## config.mk

```make
export PLATFORM = sky130hd
export DESIGN_NAME = maxpool_stream_2x2
export DESIGN_NICKNAME = d
export VERILOG_FILES = /design/src/rtl/cnn_pkg.sv /design/src/rtl/max2.sv /design/src/rtl/maxpool_stream_2x2.sv
export SDC_FILE = /design/constraint.sdc
export NUM_CORES = 1
export LEC_CHECK = 0
export CAP_MARGIN = 20
export CORE_MARGIN = 8
export CORE_UTILIZATION = 55
export CTS_BUF_LIST = sky130_fd_sc_hd__clkbuf_8
export DETAILED_ROUTE_END_ITERATION = 16
export DONT_BUFFER_PORTS = 1
export HOLD_SLACK_MARGIN = 0.08
export PLACE_DENSITY = 0.76
export REMOVE_ABC_BUFFERS = 1
export SLEW_MARGIN = 20
export SYNTH_ARGS = -nofsm -noshare
export SYNTH_HDL_FRONTEND = slang
export SYNTH_SLANG_ARGS = --single-unit
```

## constraint.sdc

```tcl
create_clock -name clk -period 6.2 [get_ports clk]
set_input_delay 0.62 -clock clk [delete_from_list [all_inputs] [get_ports clk]]
set_output_delay 0.62 -clock clk [all_outputs]
set_load 0.03 [all_outputs]
```

## src/rtl/cnn_pkg.sv

```systemverilog
// Shared CNN datapath constants and the pooling FSM state encoding.
package cnn_pkg;

   localparam int unsigned DATA_W     = 16;
   localparam int unsigned FMAP_W_DEF = 4;
   localparam int unsigned FMAP_H_DEF = 4;
   localparam int unsigned IDX_W      = 16;

   typedef enum logic [1:0] {
      ST_TOP  = 2'd0,
      ST_BOT  = 2'd1,
      ST_SKIP = 2'd2
   } pool_state_t;

endpackage

```

## src/rtl/max2.sv

```systemverilog
// Unsigned maximum of two values; ties return the shared value.
module max2 #(
   parameter int unsigned W = cnn_pkg::DATA_W
) (
   input  logic [W-1:0] a,
   input  logic [W-1:0] b,
   output logic [W-1:0] max_c
);

   assign max_c = (a >= b) ? a : b;

endmodule

```

## src/rtl/maxpool_stream_2x2.sv

```systemverilog
// Streaming 2x2 / stride-2 max pooling over a raster-order feature map.
// Top-row pair maxima are parked in a line buffer until the bottom row arrives.
module maxpool_stream_2x2 #(
   parameter int unsigned FMAP_W = cnn_pkg::FMAP_W_DEF,
   parameter int unsigned FMAP_H = cnn_pkg::FMAP_H_DEF,
   parameter int unsigned DATA_W = cnn_pkg::DATA_W
) (
   input  logic              clk,
   input  logic              reset,
   input  logic [DATA_W-1:0] in_data,
   input  logic              in_valid,
   output logic [DATA_W-1:0] out_data,
   output logic              out_valid,
   output logic [15:0]       out_row,
   output logic [15:0]       out_col,
   output logic              frame_done
);
   import cnn_pkg::*;

   localparam int unsigned COL_W         = $clog2(FMAP_W);
   localparam int unsigned ROW_W         = $clog2(FMAP_H);
   localparam int unsigned LB_N          = FMAP_W / 2;
   localparam int unsigned LB_AW         = (LB_N > 1) ? $clog2(LB_N) : 1;
   localparam int unsigned LAST_COL_USED = 2 * (FMAP_W / 2) - 1;
   localparam int unsigned LAST_ROW_USED = 2 * (FMAP_H / 2) - 1;
   localparam bit          H_ODD         = (FMAP_H % 2) == 1;

   pool_state_t       state;
   logic [COL_W-1:0]  col;
   logic [ROW_W-1:0]  row;
   logic [DATA_W-1:0] pair;
   logic [DATA_W-1:0] linebuf [LB_N];

   logic              last_col;
   logic              last_row;
   logic              in_window;
   logic [LB_AW-1:0]  lb_idx;
   logic [DATA_W-1:0] lb_rd;
   logic [DATA_W-1:0] h_max;
   logic [DATA_W-1:0] v_max;

   assign last_col  = (col == COL_W'(FMAP_W - 1));
   assign last_row  = (row == ROW_W'(FMAP_H - 1));
   // Trailing column of an odd-width map never forms a full window.
   assign in_window = (col <= COL_W'(LAST_COL_USED));
   assign lb_idx    = LB_AW'(col >> 1);
   assign lb_rd     = linebuf[lb_idx];

   max2 #(.W(DATA_W)) u_max_h (
      .a     (pair),
      .b     (in_data),
      .max_c (h_max)
   );

   max2 #(.W(DATA_W)) u_max_v (
      .a     (lb_rd),
      .b     (h_max),
      .max_c (v_max)
   );

   // Line buffer: every entry is rewritten in TOP before BOT reads it, so no reset.
   always_ff @(posedge clk) begin
      if (!reset && in_valid && state == ST_TOP && in_window && col[0]) begin
         linebuf[lb_idx] <= h_max;
      end
   end

   // Raster counters, row-phase FSM and registered pooled outputs.
   always_ff @(posedge clk) begin
      if (reset) begin
         state      <= ST_TOP;
         col        <= '0;
         row        <= '0;
         pair       <= '0;
         out_data   <= '0;
         out_valid  <= 1'b0;
         out_row    <= '0;
         out_col    <= '0;
         frame_done <= 1'b0;
      end else begin
         out_valid  <= 1'b0;
         frame_done <= 1'b0;
         if (in_valid) begin
            col <= last_col ? '0 : col + 1'b1;
            if (last_col) begin
               row <= last_row ? '0 : row + 1'b1;
            end

            if (state != ST_SKIP && in_window && !col[0]) begin
               pair <= in_data;
            end

            if (state == ST_BOT && in_window && col[0]) begin
               out_data   <= v_max;
               out_valid  <= 1'b1;
               out_row    <= 16'(row >> 1);
               out_col    <= 16'(col >> 1);
               frame_done <= (row == ROW_W'(LAST_ROW_USED)) &&
                             (col == COL_W'(LAST_COL_USED));
            end

            case (state)
               ST_TOP: begin
                  if (last_col) state <= ST_BOT;
               end
               ST_BOT: begin
                  if (last_col) begin
                     if (H_ODD && row == ROW_W'(FMAP_H - 2)) state <= ST_SKIP;
                     else                                   state <= ST_TOP;
                  end
               end
               ST_SKIP: begin
                  if (last_col && last_row) state <= ST_TOP;
               end
               default: state <= ST_TOP;
            endcase
         end
      end
   end

endmodule

```

Yosys cells after proc, flatten, opt, wreduce, memory -nomap -nowiden:

Memory sizes are Yosys's and may differ from the RTL's. A register that Yosys moved wholly into a read port is not among the register bits.
Index checks and enable logic that the tools add are counted.

* add/sub/neg operators: 2
* $lt $le $gt $ge: 3
* equality and inequality tests: 8
* muxes and demuxes: 13
* bitwise logic cells: 2
* reductions and logical operators: 18

Operators with widths (number)
* $ge A16 B16 Y1: 2
* $mux W16: 2
* $mux W2: 5
* $logic_and A1 B1 Y1: 9
* $ne A2 B2 Y1 const B: 4
* $eq A2 B2 Y1 const B: 3
* $pmux W2 S3: 1
* $reduce_and A2 Y1: 3
* $mux W1: 5
* $add A2 B1 Y2 const B: 2
* $reduce_and A4 Y1: 1
* $reduce_or A3 Y1: 1
* $eq A2 B1 Y1 const B: 1
* $le A2 B2 Y1 const B: 1
* $logic_not A1 Y1: 2
* $logic_not A2 Y1: 1
* $not A1 Y1: 2
* $reduce_or A2 Y1: 1

* bits in registers: 42
* memory bits (writable): 32
* bits of input ports: 19
* output and inout bits: 50
* word-level logic and storage cells: 56
* memories: 1

Memory list
* linebuf: words 2, width 16, read ports 1, clocked after memory_dff 1, write ports 1, RTL line maxpool_stream_2x2.sv:32 `logic [DATA_W-1:0] linebuf [LB_N];`

Longest topological paths before layout:

* depth after elaboration: 7
* depth in mapped cells: 18
* mapped depth without buffers: 15

By module:

A second synthesis with hierarchy kept.

* cells, all modules: 401
* area, all modules: 4300.4 um^2

By module, submodules not included
* maxpool_stream_2x2: times used 1, cells each 263, area an instance 2951.6 um^2, sequential area each 1801.7 um^2
* max2: times used 2, cells each 69, area an instance 674.4 um^2, sequential area each 0.0 um^2

Least setup slack after synthesis:

OpenSTA, ideal clock, no wires.

* path type: in2reg
* start point: input in_data[0]
* end point: register out_data[0]
* setup time: 0.069 ns
* arrival time: 3.938 ns
* required time: 6.131 ns
* slack: 2.193 ns
* stages: 15
* buffers on the path: 3
* path through: ha_1 > nand2b_4 > a2111oi_4 > a2111oi_0 > or3_1 > buf_6 > buf_12 > mux2i_4 > ha_1 > a21o_1 > a2111oi_1 > o31ai_2 > nand2b_1 > buf_2 > o21ai_1

* cells in the longest elaborated chain, start to end: 4

RTL lines
* start, declared: RTL line maxpool_stream_2x2.sv:10 `input logic [DATA_W-1:0] in_data,`
* $ge A16 B16 Y1: RTL line max2.sv:10 `assign max_c = (a >= b) ? a : b;`
* $mux W16 (*): RTL line max2.sv:10
* $ge A16 B16 Y1: RTL line max2.sv:10
* $mux W16 (*): RTL line max2.sv:10
* end signal, assigned: RTL line maxpool_stream_2x2.sv:94 `out_data <= v_max;`
* end, declared: RTL line maxpool_stream_2x2.sv:12 `output logic [DATA_W-1:0] out_data,`

Every way passes the cells marked *; elsewhere a longest branch is shown, timed or not.
A chain may end at the register's enable or synchronous reset.

Worst setup path after layout:

* start point: register pair[15]
* end point: register out_data[11]

* cells in the longest elaborated chain, start to end: 4

RTL lines
* start, declared: RTL line maxpool_stream_2x2.sv:31 `logic [DATA_W-1:0] pair;`
* start signal, assigned: RTL line maxpool_stream_2x2.sv:90 `pair <= in_data;`
* $ge A16 B16 Y1: RTL line max2.sv:10
* $mux W16 (*): RTL line max2.sv:10
* $ge A16 B16 Y1: RTL line max2.sv:10
* $mux W16 (*): RTL line max2.sv:10

Marks and branches as above.

==> out/results.ini <==
[route]
wirelength_um = 8020
top_layer = met4
routed_via_density = 5.382
drtIter0Drc = 144
dr_wl_met3_um = 604
drt-met1-wl_um = 3540
first_pass_iters = 4
route.met2.wl_um = 3786
num_vias = 2594
drc = 0
ant_nets = 0
wire_per_inst_um = 16.64

[clock_tree]
hold_buffers = 0
clock_sinks = 74
clockBufferDepth = 2
cts.clk_slew.worst_paths_ns = 0.08
htree_levels = 3
cts_made_buffers = 9
cts_root_buf = clkbuf_8
tritoncts = built
cts-resized-gates = 0
cts_setup_buffers = 0
insertion_delay_ns = 0.34

[floorplanning]
die-area_mm2 = 0.01034
core_mm2 = 0.007176
ioPinCount = 69
fp.dieH_um = 101.7
die_w_um = 101.7
num_rows = 31
start_util = 0.5627

[synth]
async_reset_ff_frac = 0
synth_top_family_by_area = compound AO/OA/AOI/OAI gates
ys.flop_type = dfxtp_1
synthSimpleGateAreaFrac = 0.07964
synth_seq_cells = 74
synthMuxAreaShare = 0.1193
synth_edf_count = 32
synth_cell_types = 43
ys_seq_area_frac = 0.4462
synth-compound-area-share = 0.1354
synth_xor_area_frac = 0.002169
syn_area_mm2 = 0.004038
syn_area_per_cell_um2 = 10.71
postSynthCellCount = 377
yosys_warnings = 0
synthAdderAreaFrac = 0.1085

[grt]
grt_pass1_wl_um = 13270
grt_max_degree = 29
grt_overflow = 0
gr-usage-all-layers = 0.1667
antenna_found_initial = 0
grt_pass1_vias = 2622

[critical_path]
r2r_slack_ns = 1.55
arrival_ns = 4.84
cp_slowest_cell = nand2b_1
r2r_cells = 15
crit_chain = ha_1, and4_1, nand2_1, a2111oi_0, or3_1, buf_4, mux2i_1, ha_1, nand2_1, nor2_1, nand2_1, o31ai_2, buf_4, nand2b_1, o21ai_1
slowest_delay_ns = 0.69
critPathKind = flip-flop to flip-flop
critPathLaunch = pair[15]$_SDFFE_PP0P_
critPathCapture = out_data[11]$_SDFFE_PP0P_
startpoint_type = flip-flop
rr_endpoint = out_data[11]$_SDFFE_PP0P_
r2r_start = pair[15]$_SDFFE_PP0P_
endpoint_kind = flip-flop
crit_top_cell = nand2_1
path_max_fanout = 17
crit_required_ns = 6.40

[placed_design]
pre_cts_slack_ns = 1.254
placement.io_buffers = 0
post-dp-hpwl_um = 5961
gp_congestion = 0.7907

[timing]
min_period_over_period = 0.7496
rsz0062_at_grt = false
setup_ws_ns = 1.553
slew_viol_final = 0
fin_skew_ns = 0.007152
slew_headroom = 0.4424
hold_viol = 0
setup_viol = 0
tightest_slew_ns = 0.8364
fin_tns_setup_ns = 0
max_freq_mhz = 215.2
min_period_ns = 4.647

[power_and_ir_drop]
power_density_mw_per_mm2 = 244.0
ir_drop_v = 0.0001095
seqPwrFrac = 0.523
share_comb_of_total_power = 0.159
switchingPower_uw = 288.6
p_int_uw = 734.6
p_leak_uw = 0.001719
p_sw_frac = 0.2820
power_frac_clock = 0.319

[min_path]
hp-class = input port to flip-flop
hold_depth = 1

[cells_and_area]
drive_above_1_share = 0.1540
syn2layout_area_growth_pct = 3.843
fin_nets = 432
fin_util = 0.5843
final_common_cell = nand2_1
num_antenna_cells = 0
layout_common_cells = nand2_1, dfxtp_1, ha_1

[status]
status = finished, final reports clean

[flow_run]
drv_cap = 0

## sequential cells by signal (all words and copies together) (netlist names), named ones only
signal      count
col             2
frame_done      1
linebuf        32
out_col         1
out_data       16
out_row         1
out_valid       1
pair           16
row             2
state           1
## worst min path at each step
stage,start,to,slack (ns)
floorplan,pair[0]$_SDFFE_PP0P_,pair[0]$_SDFFE_PP0P_,0.44
global placement,pair[0]$_SDFFE_PP0P_,pair[0]$_SDFFE_PP0P_,0.46
detailed placement,pair[0]$_SDFFE_PP0P_,pair[0]$_SDFFE_PP0P_,0.46
CTS,reset,pair[0]$_SDFFE_PP0P_,0.32
global route,reset,pair[0]$_SDFFE_PP0P_,0.31
finish,reset,state[0]$_SDFFE_PP0P_,0.34
## synth_stat cells, types with 2 or more instances
| library cell | instances | area, um2 |
|---|---|---|
| nand2_1 | 46 | 172.7 |
| dfxtp_1 | 42 | 840.8 |
| ha_1 | 35 | 437.9 |
| inv_1 | 34 | 127.6 |
| edfxtp_1 | 32 | 960.9 |
| a21oi_1 | 30 | 150.1 |
| buf_4 | 30 | 225.2 |
| a32oi_1 | 15 | 131.4 |
| mux2_2 | 15 | 168.9 |
| nor2_1 | 12 | 45.04 |
| mux2i_1 | 11 | 110.1 |
| clkbuf_1 | 10 | 37.54 |
| mux2i_4 | 9 | 202.7 |
| o21ai_2 | 9 | 78.83 |
| o21ai_1 | 8 | 40.04 |
| o21ai_0 | 4 | 20.02 |
| nand2b_1 | 3 | 18.77 |
| a21o_1 | 2 | 15.01 |
| a31oi_1 | 2 | 12.51 |
| and4_1 | 2 | 17.52 |
| buf_2 | 2 | 10.01 |
| nand3_1 | 2 | 10.01 |
| nor3_1 | 2 | 10.01 |
## stage by stage
stage	instance area, um2	power (uW)	hold WS [ns]	cells
global route	4193	1070	0.3090	482
global placement	4020	700.5	0.4550	466
finish	4193	1023	0.3443	482
floorplan	3839	672.7	0.4429	361
detailed placement	4020	706.5	0.4563	466
CTS	4190	1030	0.3236	482
## power groups by stage
stage	sequential [uW]	combinational, uW	clock [uW]
6_report	535	162	326
5_1_grt	537	181	352
4_1_cts	535	161	334
3_5_place_dp	546	160	0
3_3_place_gp	546	155	0
2_1_floorplan	543	130	0
## cell type report
type	count	area [um2]
Multi-Input combinational cell	253	1924
Inverter	34	127.6
Clock buffer	10	137.6
Clock inverter	6	32.53
Sequential cell	74	1802
Fill cell	590	2983
Tap cell	99	123.9
Timing Repair Buffer	6	45.04
## cells by family (layout without fill, tap and decap cells)
family | after synthesis | in the layout
AO/OA/AOI/OAI | 79 | 79
buffers and inverters | 79 | 56
flip-flops | 74 | 74
AND/OR/NAND/NOR | 73 | 73
adder cells (fa/ha/maj) | 35 | 35
multiplexers | 35 | 35
other | 1 | 30
XOR/XNOR | 1 | 1
## per-layer routing
metal	track usage	vias to the layer above
li1	-	1285
met1	0.2001	1226
met2	0.2701	77
met3	0.05842	6
met4	0.05727	0
met5	0	-
## critical path: cells and delay by family (launching register included)
| kind | cells | cell delay (ns) |
|---|---|---|
| buffers and inverters | 2 | 0.62 |
| AO/OA/AOI/OAI | 3 | 0.61 |
| flip-flops | 1 | 0.33 |
| AND/OR/NAND/NOR | 7 | 2.02 |
| multiplexers | 1 | 0.38 |
| adder cells (fa/ha/maj) | 2 | 0.52 |
(Power assumes the default switching activity.)
